==> src/rtl/fifo_arb_pkg.sv <==
// rtl/fifo_arb_pkg.sv - shared types and modulo-NQ pointer helper for FIFO drain arbitration
package fifo_arb_pkg;
    localparam int QWID_DEF = 1;

    typedef logic [QWID_DEF-1:0] qid_t;

    // Wrap is explicit so NQ does not have to be a power of two.
    function automatic int qid_next(input int last, input int nq);
        return (last >= nq - 1) ? 0 : last + 1;
    endfunction
endpackage

==> src/rtl/fifo_drain_arbiter_if.sv <==
// rtl/fifo_drain_arbiter_if.sv - FIFO-head inputs, pop strobes and registered output stream
interface fifo_drain_arbiter_if #(
    parameter int WIDTH = 8,
    parameter int NQ    = 2,
    parameter int QWID  = 1
);
    logic                  enable;
    logic [NQ-1:0]         empty;
    logic [NQ*WIDTH-1:0]   fifo_data;
    logic [NQ-1:0]         pop;
    logic                  out_valid;
    logic                  out_ready;
    logic [WIDTH-1:0]      out_data;
    logic [QWID-1:0]       out_qid;
    logic                  drained;

    modport master (
        input  enable, empty, fifo_data, out_ready,
        output pop, out_valid, out_data, out_qid, drained
    );

    modport slave (
        output enable, empty, fifo_data, out_ready,
        input  pop, out_valid, out_data, out_qid, drained
    );
endinterface

==> src/rtl/rr_arbiter.sv <==
// rtl/rr_arbiter.sv - combinational round-robin arbiter, one-hot or zero grant
module rr_arbiter #(
    parameter int NQ   = 2,
    parameter int QWID = $clog2(NQ)
) (
    input  logic [NQ-1:0]   req_i,
    input  logic [QWID-1:0] last_i,
    output logic [NQ-1:0]   grant_o
);
    import fifo_arb_pkg::*;

    logic found;
    int   idx;

    // Scan last+1, last+2, ... and keep only the first requester.
    always_comb begin
        grant_o = '0;
        found   = 1'b0;
        idx     = int'(last_i);
        for (int k = 0; k < NQ; k++) begin
            idx = qid_next(idx, NQ);
            for (int i = 0; i < NQ; i++) begin
                if (!found && req_i[i] && (i == idx)) begin
                    grant_o[i] = 1'b1;
                    found      = 1'b1;
                end
            end
        end
    end
endmodule

==> src/rtl/fifo_drain_arbiter.sv <==
// rtl/fifo_drain_arbiter.sv - drains NQ FIFOs round-robin into one registered ready/valid stream
module fifo_drain_arbiter #(
    parameter int WIDTH = 8,
    parameter int NQ    = 2,
    parameter int QWID  = 1
) (
    input  logic                clk_i,
    input  logic                rst_ni,
    fifo_drain_arbiter_if.master bus
);
    import fifo_arb_pkg::*;

    logic              out_valid_q;
    logic [WIDTH-1:0]  out_data_q;
    logic [QWID-1:0]   out_qid_q;
    logic [QWID-1:0]   last_q;
    logic [NQ-1:0]     req;
    logic [NQ-1:0]     grant;
    logic [NQ-1:0]     pop;
    logic [QWID-1:0]   gnt_idx;
    logic [WIDTH-1:0]  gnt_data;
    logic              accept;
    logic              can_load;
    logic              has_grant;

    assign accept   = bus.out_ready & out_valid_q;
    assign can_load = !out_valid_q | accept;
    assign req      = (bus.enable & can_load) ? ~bus.empty : '0;

    rr_arbiter #(.NQ(NQ), .QWID(QWID)) u_rr (
        .req_i   (req),
        .last_i  (last_q),
        .grant_o (grant)
    );

    // Reset masks the pop strobes combinationally so no FIFO is popped while held in reset.
    assign pop       = rst_ni ? grant : '0;
    assign has_grant = |pop;

    always_comb begin
        gnt_idx  = '0;
        gnt_data = '0;
        for (int i = 0; i < NQ; i++) begin
            if (pop[i]) begin
                gnt_idx  = QWID'(i);
                gnt_data = bus.fifo_data[i*WIDTH +: WIDTH];
            end
        end
    end

    always_ff @(posedge clk_i or negedge rst_ni) begin
        if (!rst_ni) begin
            out_valid_q <= 1'b0;
            out_data_q  <= '0;
            out_qid_q   <= '0;
            last_q      <= QWID'(NQ - 1);
        end else if (has_grant) begin
            out_valid_q <= 1'b1;
            out_data_q  <= gnt_data;
            out_qid_q   <= gnt_idx;
            last_q      <= gnt_idx;
        end else if (accept) begin
            out_valid_q <= 1'b0;
        end
    end

    assign bus.pop       = pop;
    assign bus.out_valid = out_valid_q;
    assign bus.out_data  = out_data_q;
    assign bus.out_qid   = out_qid_q;
    assign bus.drained   = (&bus.empty) & !out_valid_q;

`ifdef FORMAL
    always_comb begin
        assert ($onehot0(pop));
        for (int i = 0; i < NQ; i++) assert (!(pop[i] & bus.empty[i]));
    end

    always @(posedge clk_i) begin
        if (rst_ni && $past(rst_ni) && $past(out_valid_q) && !$past(bus.out_ready)) begin
            assert (out_valid_q && out_data_q == $past(out_data_q) && out_qid_q == $past(out_qid_q));
        end
    end
`endif
endmodule

==> src/flat_wrapper.sv <==
// flat-port wrapper written by rule: the top's interface ports become plain ports
module fifo_drain_arbiter_flat import fifo_arb_pkg::*;
#(
    parameter int WIDTH = 8,
    parameter int NQ    = 2,
    parameter int QWID  = 1
)
  (clk_i, rst_ni, bus_enable, bus_empty, bus_fifo_data, bus_out_ready, bus_pop, bus_out_valid, bus_out_data, bus_out_qid, bus_drained);
  fifo_drain_arbiter_if #(.WIDTH(WIDTH), .NQ(NQ), .QWID(QWID)) bus_i ();
  input  logic clk_i;
  input  logic rst_ni;
  input wire logic [$bits(bus_i.enable)-1:0] bus_enable;
  input wire logic [$bits(bus_i.empty)-1:0] bus_empty;
  input wire logic [$bits(bus_i.fifo_data)-1:0] bus_fifo_data;
  input wire logic [$bits(bus_i.out_ready)-1:0] bus_out_ready;
  output wire logic [$bits(bus_i.pop)-1:0] bus_pop;
  output wire logic [$bits(bus_i.out_valid)-1:0] bus_out_valid;
  output wire logic [$bits(bus_i.out_data)-1:0] bus_out_data;
  output wire logic [$bits(bus_i.out_qid)-1:0] bus_out_qid;
  output wire logic [$bits(bus_i.drained)-1:0] bus_drained;
  assign bus_i.enable = bus_enable;
  assign bus_i.empty = bus_empty;
  assign bus_i.fifo_data = bus_fifo_data;
  assign bus_i.out_ready = bus_out_ready;
  assign bus_pop = bus_i.pop;
  assign bus_out_valid = bus_i.out_valid;
  assign bus_out_data = bus_i.out_data;
  assign bus_out_qid = bus_i.out_qid;
  assign bus_drained = bus_i.drained;
  fifo_drain_arbiter #(.WIDTH(WIDTH), .NQ(NQ), .QWID(QWID)) u_core (.clk_i(clk_i), .rst_ni(rst_ni), .bus(bus_i));
endmodule
==> config.mk <==
export PLATFORM = sky130hd
export DESIGN_NAME = fifo_drain_arbiter_flat
export DESIGN_NICKNAME = d
export VERILOG_FILES = /design/src/rtl/fifo_arb_pkg.sv /design/src/rtl/fifo_drain_arbiter_if.sv /design/src/rtl/rr_arbiter.sv /design/src/rtl/fifo_drain_arbiter.sv /design/src/flat_wrapper.sv
export SDC_FILE = /design/constraint.sdc
export NUM_CORES = 1
export LEC_CHECK = 0
export BUFFER_PORTS_ARGS = -buffer_cell sky130_fd_sc_hd__buf_2
export CAP_MARGIN = 20
export CORE_MARGIN = 5
export CORE_UTILIZATION = 33
export DETAILED_ROUTE_END_ITERATION = 8
export GPL_ROUTABILITY_DRIVEN = 0
export HOLD_SLACK_MARGIN = 0.06
export SLEW_MARGIN = 20
export SYNTH_ARGS = -nofsm -noshare
export SYNTH_HDL_FRONTEND = slang
export SYNTH_SLANG_ARGS = --single-unit
==> constraint.sdc <==
create_clock -name clk_i -period 1.3 [get_ports clk_i]
set_clock_uncertainty 0.05 [all_clocks]
set_input_delay 0.065 -clock clk_i [delete_from_list [all_inputs] [get_ports clk_i]]
set_output_delay 0.065 -clock clk_i [all_outputs]
set_load 0.02 [all_outputs]
# Word-level counts from Yosys, hierarchy flattened
# Index checks and enable logic that the tools add are counted.
# totals
ff_bits,11
inputBits,22
word_cells,46
# classes
n_mux,15
bitwise,5
n_eq_ne,2
reduce_logical,16
order_cmp,2
n_addsub,2
# ops
operator,count
$logic_not A32 Y1,2
$mux W8,2
$mux W1,9
$logic_and A1 B1 Y1,7
$mux W2,3
$logic_not A1 Y1,4
$add A2 B1 Y3 const B,1
$and A1 B1 Y1,3
$eq A1 B3 Y1 const A,1
$mux W3,1
$add A1 B1 Y2 const B,1
$eq A1 B2 Y1 const A,1
$ge A2 B1 Y1 const B,1
$not A2 Y2,1
$reduce_and A2 Y1,1
$reduce_bool A2 Y1,1
$reduce_or A2 Y1,1
$ge A1 B1 Y1 const B,1
$or A1 B1 Y1,1

# Logic depth before layout (Yosys ltp)
# Gate-level depths: netlist of the first run.
# depth
depth_word,21
mapped_depth,5
mapped_depth_nobuf,3

# Modules after synthesis
# From an unflattened synthesis of the first run, not the netlist that was laid out.
# hier_totals
cells_unflattened,61
area_unflattened_um2,559.3
# modules_own_cells
module,area_per_inst_um2,n_inst,cells_each
fifo_drain_arbiter,540.5,1,58
rr_arbiter,18.8,1,3

# Worst setup path before layout of the first run
# OpenSTA, ideal clock, no wires.
# synth_path
path_type,register to output
start,reg u_core.out_valid_q (netlist: u_core.bus.out_valid)
end,out bus_pop[0]
slack_ns,0.033
stages_incl_launch_ff,5
t_arrival_ns,1.152
required_ns,1.185
path_cell_list,dfrtp_1 nand2b_4 nand3_2 buf_2 nor2_1
# synth_via
elab_chain_len,15
word_cells_on_any_way,16
cone_classes,mux: 5; bitwise: 3; reduce/logical: 8
# synth_lines
element,line,source
from (decl),fifo_drain_arbiter.sv:13,logic out_valid_q;
from (signal assigned),fifo_drain_arbiter.sv:53,out_valid_q <= 1'b0;
from (signal assigned),fifo_drain_arbiter.sv:58,out_valid_q <= 1'b1;
from (signal assigned),fifo_drain_arbiter.sv:63,out_valid_q <= 1'b0;
$and A1 B1 Y1 / $logic_not A1 Y1 (equally long branches),"fifo_drain_arbiter.sv:26, fifo_drain_arbiter.sv:27",
$or A1 B1 Y1 (*),fifo_drain_arbiter.sv:27,assign can_load = !out_valid_q | accept;
$and A1 B1 Y1 (*),fifo_drain_arbiter.sv:28,assign req = (bus.enable & can_load) ? ~bus.empty : '0;
$mux W2 (*),fifo_drain_arbiter.sv:28,
$logic_and A1 B1 Y1,rr_arbiter.sv:23,if (!found && req_i[i] && (i == idx)) begin
$mux W1,rr_arbiter.sv:23,
$logic_not A1 Y1,rr_arbiter.sv:23,
$logic_and A1 B1 Y1 (2 in series),rr_arbiter.sv:23,
$mux W1,rr_arbiter.sv:23,
$logic_not A1 Y1,rr_arbiter.sv:23,
$logic_and A1 B1 Y1 (2 in series),rr_arbiter.sv:23,
$mux W1 (*),rr_arbiter.sv:23,
$mux W2 (*),fifo_drain_arbiter.sv:37,assign pop = rst_ni ? grant : '0;
to (decl),flat_wrapper.sv:16,output wire logic [$bits(bus_i.pop)-1:0] bus_pop;
# Mark *: on every way between the ends. The rest lies on a longest branch, timed or not.

# Worst setup path in the final report of the first run
# layout_path
start,reg u_core.last_q
end,out bus_pop[1]
# layout_via
elab_chain_len,18
word_cells_on_any_way,26
cone_classes,add/sub: 2; order compare: 2; eq/ne: 2; mux: 8; reduce/logical: 12
# layout_lines
element,line,source
from (decl),fifo_drain_arbiter.sv:16,logic [QWID-1:0] last_q;
from (signal assigned),fifo_drain_arbiter.sv:56,last_q <= QWID'(NQ - 1);
from (signal assigned),fifo_drain_arbiter.sv:61,last_q <= gnt_idx;
$add A1 B1 Y2 / $ge A1 B1 Y1 (equally long branches),fifo_arb_pkg.sv:9,return (last >= nq - 1) ? 0 : last + 1;
$mux W2 (*),fifo_arb_pkg.sv:9,
$logic_not A32 Y1,rr_arbiter.sv:23,
$logic_and A1 B1 Y1,rr_arbiter.sv:23,
$mux W1,rr_arbiter.sv:23,
$logic_not A1 Y1,rr_arbiter.sv:23,
$logic_and A1 B1 Y1 (2 in series),rr_arbiter.sv:23,
$mux W1,rr_arbiter.sv:23,
$logic_not A1 Y1,rr_arbiter.sv:23,
$logic_and A1 B1 Y1 (2 in series),rr_arbiter.sv:23,
$mux W1,rr_arbiter.sv:23,
$logic_not A1 Y1,rr_arbiter.sv:23,
$logic_and A1 B1 Y1 (2 in series),rr_arbiter.sv:23,
$mux W1 (*),rr_arbiter.sv:23,
$mux W2 (*),fifo_drain_arbiter.sv:37,
# Marked as above.

==> out/summary.txt, run 1 <==
CP top delay family -> flip-flops
IO Count -> 35
RSZ-0062 raised after global routing -> yes
Area delta synth->final -> 58.6%
Worst setup margin -> -0.0658 ns
EDFF count, synth -> 0
Antenna-violating nets left -> 0
PortBufs -> 34
H-tree Lvls -> 1
Slew Limit Fails -> 0
Vias per cell -> 5.15
Worst EP arrival -> 1.25 ns
Slew margin rel. -> 0.778
Synth top cells by count -> dfrtp_1 (10), a32oi_1 (7), o2bb2ai_1 (7)
Num CTS Buffers -> 3
Drt pass-1 iters -> 4
Endpoint class of the critical path -> output pin
Total clock sinks -> 11
Synth Flop Type -> dfrtp_1
Critical-path top delay cell -> dfstp_2
Synth Instances -> 48
Clk Latency, worst-skew pair -> 0.27 ns
Overflow after GRT -> 0
Startpoint types -> register
Sequential share of the synthesized area -> 0.479
Core Area -> 1690 µm²
Total power -> 0.00112 W
Critical path type -> reg2out
Synthesis Warnings -> 0
Dominant cells by area after synthesis -> dfrtp_1 (43%), a32oi_1 (11%), o2bb2ai_1 (11%), a2bb2oi_2 (5.2%), dfstp_2 (4.6%)
DR vias -> 587
Crit path time final -> 1.37 ns
Endpoints failing setup -> 2
Antenna Cells -> 0
Vias in the first global route -> 557
Cell area after synthesis -> 577 µm²
VDD IR max -> 0.916 mV
Total Neg Setup Slack -> -0.118 ns
Status -> finished with violations
Wire per inst -> 14.1 µm
Syn Area/Cell -> 12.0 µm²
Rows -> 15
Hpwl dp -> 1.15 mm
First-pass GRT wire length -> 2.56 mm
Failing checks -> negative setup slack
Tot GR Track Use -> 0.129
Crit Path Max Fanout -> 10
Clk slew on worst S/H paths -> 0.07 ns
Initial Util -> 0.341
Worst path buffer plus inverter count -> 1
Root Driver -> clkbuf_4
Crit path required time -> 1.19 ns
Leak -> 0.444 nW
Final worst path period share -> 1.05
Synth top area share -> 0.434
F_max -> 732 MHz
Critical-path cell list -> nand2b_2, nand2_1, nor2_1, buf_2
Ys async rst share -> 1.00
Number of synthesized register bits -> 11
First DRT Iteration DRCs -> 9
Power Density -> 1230 nW/µm²
Pin count of the biggest net entering global routing -> 11
Residual DRC count -> 0
Slew @ Worst Pin -> 0.332 ns
Syn nets -> 70
CTS Buffer Depth -> 2
# nets final -> 120
Chip width -> 51.8 µm
Cell taking the most area after synthesis -> dfrtp_1
Count leader, synth -> dfrtp_1
Hold Crit Class -> in2reg
Final hold vios -> 0
Final WL -> 1.61 mm
Layout cell share with drive strength beyond 1 -> 0.536
CTS tree -> yes
CP peak stage delay -> 0.54 ns
Initial antenna violation count -> 0
Synth cell types -> 20
Die area -> 2680 µm²
Die H -> 51.8 µm
Max cap viols -> 0
==> layout by cell type (no fill, tap or decap) <==
| master | count |
|---|---|
| nand4_2 | 1 |
| o2bb2ai_1 | 7 |
| o21ba_2 | 1 |
| dlygate4sd3_1 | 10 |
| inv_1 | 1 |
| inv_2 | 1 |
| a2bb2oi_2 | 2 |
| o22a_1 | 2 |
| dfrtp_1 | 10 |
| o21bai_2 | 1 |
| dfstp_2 | 1 |
| nor2_1 | 4 |
| and4_1 | 1 |
| buf_2 | 33 |
| buf_4 | 5 |
| nand2_1 | 3 |
| nand2b_2 | 1 |
| clkbuf_4 | 3 |
| nand2b_4 | 1 |
| nand3_4 | 1 |
| a32oi_1 | 7 |
| clkinv_2 | 1 |
==> worst min-delay path, delay by kind of cell <==
family                 cells  cell delay [ns]
buffers and inverters      1             0.08
AOI/OAI and AO/OA          2             0.20
==> cell families after synthesis <==
logic type / Yosys count / share of synthesized area
flip-flops: 11 / 0.479
buffers and inverters: 5 / 0.0542
AND/OR/NAND/NOR: 12 / 0.134
AO/OA/AOI/OAI: 20 / 0.332
==> final timing paths <==
path / startpoint / to / slack [ns] / cells past startpoint
max: u_core.last_q$_DFFE_PN1P_ / bus_pop[1] / -0.07 / 4
min: bus_fifo_data[15] / u_core.bus.out_data[7]$_DFFE_PN0P_ / 0.07 / 3
max reg2reg: u_core.last_q$_DFFE_PN1P_ / u_core.bus.out_data[2]$_DFFE_PN0P_ / 0.07 / 4
min reg2reg: u_core.bus.out_qid$_DFFE_PN0P_ / u_core.bus.out_qid$_DFFE_PN0P_ / 0.44 / 1
max in group asynchronous: rst_ni / u_core.last_q$_DFFE_PN1P_ / 0.47 / 3
min in group asynchronous: rst_ni / u_core.bus.out_data[6]$_DFFE_PN0P_ / 0.25 / 2
==> final cells by class <==
class | count | area [µm²]
Inverter | 2 | 7.51
Sequential cell | 11 | 277
Timing Repair Buffer | 48 | 303
Tap cell | 17 | 21.3
Fill cell | 147 | 774
Multi-Input combinational cell | 32 | 279
Clock buffer | 3 | 22.5
Clock inverter | 1 | 5.00
==> timing repair <==
action                                  CTS  global route
endpoints found under the setup margin    3             3
endpoints found under the hold margin    19             0
hold buffers                             10             0
setup buffers                             2             0
resized for setup                         3             0
pin swaps                                 1             0
==> routing by layer <==
layer | part of all wire | wire [µm] | global-route usage
met3 | 0.072 | 116 | 0.0544
met4 | 0.0050 | 8 | 0.0131
met5 | 0 | 0 | 0
met1 | 0.46 | 741 | 0.175
met2 | 0.46 | 746 | 0.197
==> flip-flops by register name (all words and copies together), names as in the netlist <==
signal                count
u_core.bus.out_data       8
u_core.bus.out_qid        1
u_core.bus.out_valid      1
u_core.last_q             1
==> power by group <==
group          total, W  internal (W)  leakage, nW  switching, W
Clock          0.000228      0.000114       0.0177      0.000114
Combinational  0.000429      0.000194        0.293      0.000235
Sequential     0.000464      0.000423        0.133     0.0000416
Total           0.00112      0.000731        0.444      0.000390
==> through the flow <==
step                setup slack, ns  instances  hold WS (ns)  utilization  area [µm²]
floorplan                    0.0328         48        -0.281            -         577
global placement             0.0196         98        -0.123        0.450         759
detailed placement           0.0202         98        -0.116        0.450         759
CTS                         -0.0754        114        0.0607        0.541         915
global route                 -0.122        114        0.0714        0.541         915
finish                      -0.0658        114        0.0694        0.541         915
Power figures use the tool's default switching activity.
==> run 2, diff against run 1 <==
--- a/config.mk
+++ b/config.mk
@@ -5,13 +5,14 @@
 export SDC_FILE = /design/constraint.sdc
 export NUM_CORES = 1
 export LEC_CHECK = 0
-export BUFFER_PORTS_ARGS = -buffer_cell sky130_fd_sc_hd__buf_2
+export BUFFER_PORTS_ARGS = -buffer_cell sky130_fd_sc_hd__buf_4
 export CAP_MARGIN = 20
 export CORE_MARGIN = 5
 export CORE_UTILIZATION = 33
 export DETAILED_ROUTE_END_ITERATION = 8
 export GPL_ROUTABILITY_DRIVEN = 0
 export HOLD_SLACK_MARGIN = 0.06
+export SKIP_LAST_GASP = 1
 export SLEW_MARGIN = 20
 export SYNTH_ARGS = -nofsm -noshare
 export SYNTH_HDL_FRONTEND = slang
==> out/summary.txt, run 2 (synthesis gave the netlist of run 1 again) <==
Hold Crit Class -> in2reg (unchanged)
Initial Util -> 0.341 (unchanged)
Die area -> 2680 µm² (unchanged)
Antenna Cells -> 0 (unchanged)
Most frequent cells in the layout -> buf_4 (39), dfrtp_1 (10), dlygate4sd3_1 (9) (was buf_2 (33), dlygate4sd3_1 (10), dfrtp_1 (10))
Antenna-violating nets left -> 0 (unchanged)
Min Hold Slack -> 0.0554 ns (was 0.0694 ns)
Worst EP arrival -> 1.51 ns (was 1.25 ns)
Clk Latency, worst-skew pair -> 0.27 ns (about the same)
VDD IR max -> 0.715 mV (was 0.916 mV)
Endpoints failing setup -> 10 (was 2)
GR Util met2 -> 0.237 (was 0.197)
Vias in the first global route -> 617 (was 557)
GR Util met1 -> 0.198 (was 0.175)
H-tree Lvls -> 1 (unchanged)
Hpwl dp -> 1.27 mm (was 1.15 mm)
Wire per inst -> 17.2 µm (was 14.1 µm)
Rows -> 15 (unchanged)
Drt pass-1 iters -> 4 (unchanged)
Root Driver -> clkbuf_4 (unchanged)
First DRT Iteration DRCs -> 4 (was 9)
IO Count -> 35 (unchanged)
Leak -> 0.485 nW (was 0.444 nW)
Chip width -> 51.8 µm (unchanged)
Critical path type -> reg2reg (was reg2out)
First-pass GRT wire length -> 2.90 mm (was 2.56 mm)
Final core occ -> 0.612 (was 0.541)
DR vias -> 627 (was 587)
Num CTS Buffers -> 3 (unchanged)
Slew @ Worst Pin -> 0.567 ns (was 0.332 ns)
Overflow after GRT -> 0 (unchanged)
RSZ-0062 raised after global routing -> yes (unchanged)
Startpoint types -> register (unchanged)
Max cap viols -> 0 (unchanged)
Final hold vios -> 0 (unchanged)
Final WL -> 1.99 mm (was 1.61 mm)
Initial antenna violation count -> 0 (unchanged)
Tot GR Track Use -> 0.151 (was 0.129)
Power Density -> 1230 nW/µm² (about the same)
Endpoint class of the critical path -> register (was output pin)
Most common cell after layout, fill and taps aside -> buf_4 (was buf_2)
Area delta synth->final -> 79.2% (was 58.6%)
Total power -> 0.00127 W (was 0.00112 W)
Layout cell share with drive strength beyond 1 -> 0.566 (was 0.536)
Slew Limit Fails -> 0 (unchanged)
Final instance area -> 1030 µm² (was 915 µm²)
# nets final -> 122 (was 120)
CTS Buffer Depth -> 2 (unchanged)
Pre-CTS setup slack -> 0.0282 ns (was 0.0202 ns)
Clk slew on worst S/H paths -> 0.07 ns (about the same)
Slew margin rel. -> 0.621 (was 0.778)
Die H -> 51.8 µm (unchanged)
Final worst path period share -> 1.05 (about the same)
CTS tree -> yes (unchanged)
Crit Path Max Fanout -> 7 (was 10)
Pin count of the biggest net entering global routing -> 12 (was 11)
Worst setup margin -> -0.0632 ns (was -0.0658 ns)
Max reg flops -> 8 (unchanged)
Crit path time final -> 1.36 ns (was 1.37 ns)
Crit path required time -> 1.45 ns (was 1.19 ns)
DP Area -> 837 µm² (was 759 µm²)
F_max -> 734 MHz (was 732 MHz)
R2r setup slk -> -0.06 ns (was 0.07 ns)
Residual DRC count -> 0 (unchanged)
PortBufs -> 34 (unchanged)
Core Area -> 1690 µm² (unchanged)
Status -> finished with violations (unchanged)
Failing checks -> negative setup slack (unchanged)
Total clock sinks -> 11 (unchanged)
Vias per cell -> 5.41 (was 5.15)
Grt peak-use layer -> met2 (unchanged)
Met3 usage -> 0.0315 (was 0.0544)
==> run 2: critical path: stages (launching register included) <==
cell and delay (ns):
dfstp_2 0.55, buf_6 0.11, buf_4 0.10, o21ba_2 0.22
a32oi_1 0.10, o2bb2ai_1 0.16
==> run 2: worst paths after layout <==
path | startpoint | to | depth (start not counted)
setup / recovery | u_core.last_q$_DFFE_PN1P_ | u_core.bus.out_data[7]$_DFFE_PN0P_ | 5
hold / removal | bus_fifo_data[2] | u_core.bus.out_data[2]$_DFFE_PN0P_ | 3
setup reg to reg | u_core.last_q$_DFFE_PN1P_ | u_core.bus.out_data[7]$_DFFE_PN0P_ | 5
hold reg to reg | u_core.bus.out_data[3]$_DFFE_PN0P_ | u_core.bus.out_data[3]$_DFFE_PN0P_ | 1
max in group asynchronous | rst_ni | u_core.last_q$_DFFE_PN1P_ | 2
min in group asynchronous | rst_ni | u_core.bus.out_data[5]$_DFFE_PN0P_ | 2
==> run 2: area by class of cell <==
| class | count | area (µm²) |
|---|---|---|
| well taps | 17 | 21.3 |
| flip-flops and latches | 11 | 277 |
| clock buffers | 4 | 26.3 |
| fillers | 144 | 656 |
| multi-input cells | 32 | 297 |
| inverters | 2 | 7.51 |
| repair buffers | 50 | 405 |
==> run 2: layer usage <==
metal | wire length, µm | vias up
li1 | - | 295
met1 | 882 | 311
met2 | 1010 | 18
met3 | 82 | 3
met4 | 21 | 0
met5 | 0 | -
==> run 2: timing repair <==
item | 4_1_cts | 5_1_grt
pin swaps | 1 | 2
gates resized for setup | 2 | 6
cloned | 0 | 0
hold endpoints to repair | 18 | 0
hold buffers | 9 | 0
setup buffers | 2 | 4
setup endpoints to repair | 2 | 5
==> run 2: where the power goes <==
group | switching [W] | internal (W) | total [W]
Sequential | 0.0000481 | 0.000423 | 0.000471
Combinational | 0.000269 | 0.000290 | 0.000559
Clock | 0.000121 | 0.000119 | 0.000240
Total | 0.000438 | 0.000832 | 0.00127
==> run 2: per-stage QoR <==
| step | TNS (ns) | cells |
|---|---|---|
| global route | -1.00 | 116 |
| finish | -0.391 | 116 |
| detailed placement | 0 | 97 |
| CTS | -0.131 | 112 |
| floorplan | 0 | 48 |
| global placement | 0 | 97 |
==> run 3, diff against run 2 <==
--- a/config.mk
+++ b/config.mk
@@ -12,8 +12,10 @@
 export DETAILED_ROUTE_END_ITERATION = 8
 export GPL_ROUTABILITY_DRIVEN = 0
 export HOLD_SLACK_MARGIN = 0.06
+export PLACE_DENSITY = 0.68
 export SKIP_LAST_GASP = 1
 export SLEW_MARGIN = 20
 export SYNTH_ARGS = -nofsm -noshare
 export SYNTH_HDL_FRONTEND = slang
+export SYNTH_HIERARCHICAL = 1
 export SYNTH_SLANG_ARGS = --single-unit
==> out/summary.txt, run 3 <==
Status -> finished with violations (unchanged)
Failing checks -> negative setup slack (unchanged)
GR Util met1 -> 0.208 (was 0.198)
Critical path type -> reg2reg (unchanged)
Endpoints failing setup -> 13 (was 10)
RR Startpoint -> u_core/bus.out_valid$_DFFE_PN0P_ (was u_core.last_q$_DFFE_PN1P_)
R2r setup slk -> -0.42 ns (was -0.06 ns)
Pin count of the biggest net entering global routing -> 14 (was 12)
Crit path time final -> 1.72 ns (was 1.36 ns)
Total power -> 0.00146 W (was 0.00127 W)
Ys async rst share -> 1.00 (unchanged)
Max reg flops -> 8 (unchanged)
Crit path required time -> 1.45 ns (about the same)
F_max -> 581 MHz (was 734 MHz)
Power Density -> 1060 nW/µm² (was 1230 nW/µm²)
Vias per cell -> 5.33 (was 5.41)
Count leader, synth -> nor2_1 (was dfrtp_1)
Tot GR Track Use -> 0.198 (was 0.151)
Critical-path top delay cell -> dfrtp_2 (was dfstp_2)
Rows -> 14 (was 15)
Wire per inst -> 18.5 µm (was 17.2 µm)
Chip width -> 51.2 µm (was 51.8 µm)
Initial Util -> 0.359 (was 0.341)
Overflow after GRT -> 0 (unchanged)
Residual DRC count -> 0 (unchanged)
Final core occ -> 0.888 (was 0.612)
Most frequent cells in the layout -> buf_4 (50), dlygate4sd3_1 (18), buf_6 (9), dfrtp_1 (9) (was buf_4 (39), dfrtp_1 (10), dlygate4sd3_1 (9))
Antenna Cells -> 0 (unchanged)
Slew margin rel. -> 0.812 (was 0.621)
Slew Limit Fails -> 0 (unchanged)
CP peak stage delay -> 0.40 ns (was 0.55 ns)
Number of synthesized register bits -> 11 (unchanged)
Antenna-violating nets left -> 0 (unchanged)
Reg2reg path depth -> 11 (was 5)
Placed cells -> 115 (was 97)
Slew @ Worst Pin -> 0.281 ns (was 0.567 ns)
Synth Flop Type -> dfrtp_1 (unchanged)
First DRT Iteration DRCs -> 14 (was 4)
Final instance area -> 1380 µm² (was 1030 µm²)
Worst setup margin -> -0.421 ns (was -0.0632 ns)
Synthesis Warnings -> 6 (was 0)
VDD IR max -> 1.03 mV (was 0.715 mV)
Syn nets -> 83 (was 70)
Final WL -> 2.81 mm (was 1.99 mm)
Sequential share of the synthesized area -> 0.494 (was 0.479)
Crit Path Max Fanout -> 2 (was 7)
Initial antenna violation count -> 0 (unchanged)
Critical-path cell list -> nand2b_4, buf_4, buf_6, buf_4, buf_4, buf_4, buf_4, buf_4, buf_4, buf_4, nand2_2 (was buf_6, buf_4, o21ba_2, a32oi_1, o2bb2ai_1)
Num CTS Buffers -> 3 (unchanged)
Syn Area/Cell -> 9.17 µm² (was 12.0 µm²)
DP Area -> 868 µm² (was 837 µm²)
Synth Instances -> 61 (was 48)
Hpwl dp -> 1.29 mm (was 1.27 mm)
Synth top area share -> 0.447 (was 0.434)
Core Area -> 1560 µm² (was 1690 µm²)
CTS tree -> yes (unchanged)
First-pass GRT wire length -> 3.73 mm (was 2.90 mm)
Worst EP arrival -> 1.88 ns (was 1.51 ns)
Hold Crit Start -> rst_ni (was bus_fifo_data[2])
CTS Buffer Depth -> 2 (unchanged)
# nets final -> 159 (was 122)
Most common cell after layout, fill and taps aside -> buf_4 (unchanged)
Endpoint class of the critical path -> register (unchanged)
DR vias -> 810 (was 627)
Vias in the first global route -> 827 (was 617)
PortBufs -> 34 (unchanged)
Clk Latency, worst-skew pair -> 0.26 ns (was 0.27 ns)
Startpoint types -> register (unchanged)
Hold-critical path depth -> 3 (unchanged)
Cell area after synthesis -> 559 µm² (was 577 µm²)
Synth top cells by count -> nor2_1 (11), dfrtp_1 (10), nand2_1 (10) (was dfrtp_1 (10), a32oi_1 (7), o2bb2ai_1 (7))
Drt pass-1 iters -> 4 (unchanged)
Dominant cells by area after synthesis -> dfrtp_1 (45%), o32ai_1 (13%), o22ai_1 (8.9%), nor2_1 (7.4%), nand2_1 (6.7%) (was dfrtp_1 (43%), a32oi_1 (11%), o2bb2ai_1 (11%), a2bb2oi_2 (5.2%), dfstp_2 (4.6%))
Synth cell types -> 13 (was 20)
Cell taking the most area after synthesis -> dfrtp_1 (unchanged)
EDFF count, synth -> 0 (unchanged)
Die area -> 2620 µm² (was 2680 µm²)
Met3 usage -> 0.0727 (was 0.0315)
Reg2reg end -> u_core/bus.out_valid$_DFFE_PN0P_ (was u_core.bus.out_data[7]$_DFFE_PN0P_)
RSZ-0062 raised after global routing -> yes (unchanged)
Leak -> 0.658 nW (was 0.485 nW)
Clk slew on worst S/H paths -> 0.08 ns (was 0.07 ns)
Die H -> 51.2 µm (was 51.8 µm)
Critical path's most frequent cell -> buf_4
Layout cell share with drive strength beyond 1 -> 0.640 (was 0.566)
Non-filler instance count after layout -> 152 (was 116)
IO Count -> 35 (unchanged)
Max cap viols -> 0 (unchanged)
GR Util met2 -> 0.348 (was 0.237)
Root Driver -> clkbuf_4 (unchanged)
Total clock sinks -> 11 (unchanged)
H-tree Lvls -> 1 (unchanged)
Grt peak-use layer -> met2 (unchanged)
Min Hold Slack -> 0.105 ns (was 0.0554 ns)
Final hold vios -> 0 (unchanged)
Min-Delay Endpoint -> u_core/bus.out_data[2]$_DFFE_PN0P_ (was u_core.bus.out_data[2]$_DFFE_PN0P_)
Final worst path period share -> 1.32 (was 1.05)
Area delta synth->final -> 147% (was 79.2%)
Hold Crit Class -> in2reg (unchanged)
-- run 3: layout make-up --
cell class                      instances  area (µm²)
Tap cell                               16        20.0
Clock buffer                            3        22.5
Sequential cell                        11         278
Timing Repair Buffer                   77         657
Fill cell                              69         175
Inverter                                3        13.8
Clock inverter                          1        5.00
Multi-Input combinational cell         41         388
-- run 3: worst max-delay path by stage --
stage,startpoint,endpoint,slack (ns),cells after the start
after floorplan,u_core/bus.out_valid$_DFFE_PN0P_,u_core/bus.out_data[0]$_DFFE_PN0P_,-0.31,9
after global placement,u_core/bus.out_valid$_DFFE_PN0P_,u_core/bus.out_data[0]$_DFFE_PN0P_,-0.30,7
after detailed placement,u_core/bus.out_valid$_DFFE_PN0P_,u_core/bus.out_data[7]$_DFFE_PN0P_,-0.39,7
after CTS,u_core/bus.out_valid$_DFFE_PN0P_,bus_pop[0],-0.43,9
after global routing,u_core/bus.out_valid$_DFFE_PN0P_,bus_pop[0],-0.49,9
final,u_core/bus.out_valid$_DFFE_PN0P_,u_core/bus.out_valid$_DFFE_PN0P_,-0.42,11
-- run 3: logic make-up (layout without fill, tap and decap cells) --
| family | after synthesis | in the layout | share of synthesized area |
|---|---|---|---|
| AOI/OAI and AO/OA | 18 | 18 | 0.242 |
| and+or+nand+nor | 23 | 23 | 0.163 |
| buffers and inverters | 9 | 84 | 0.101 |
| DFF | 11 | 11 | 0.494 |
-- run 3: critical path, delay by kind of cell, from the launching register on --
family / cells / cell delay (ns)
buf+inv: 9 / 1.12
flops: 1 / 0.40
simple gates: 2 / 0.11
-- run 3: what timing repair did --
action / CTS / global route
buffers inserted: 13 / 6
setup endpoints to repair: 13 / 13
hold buffers: 18 / 0
resized for setup: 15 / 23
endpoints found under the hold margin: 20 / 0
pin swaps: 9 / 15
-- run 3: per-layer routing --
metal  part of all wire  routed length (µm)
met1               0.36                1010
met2               0.56                1570
met3              0.069                 194
met4              0.014                  38
met5                  0                   0
-- run 3: metrics by stage --
stage / TNS, ns / setup WS, ns
floorplan: -3.18 / -0.311
global placement: -2.92 / -0.301
detailed placement: -3.79 / -0.393
CTS: -4.32 / -0.434
global route: -5.39 / -0.492
finish: -4.48 / -0.421
-- run 3: power by group --
part | internal [W] | switching [W]
logic | 0.000372 | 0.000330
registers | 0.000428 | 0.0000976
clock network | 0.000114 | 0.000121
total | 0.000914 | 0.000549
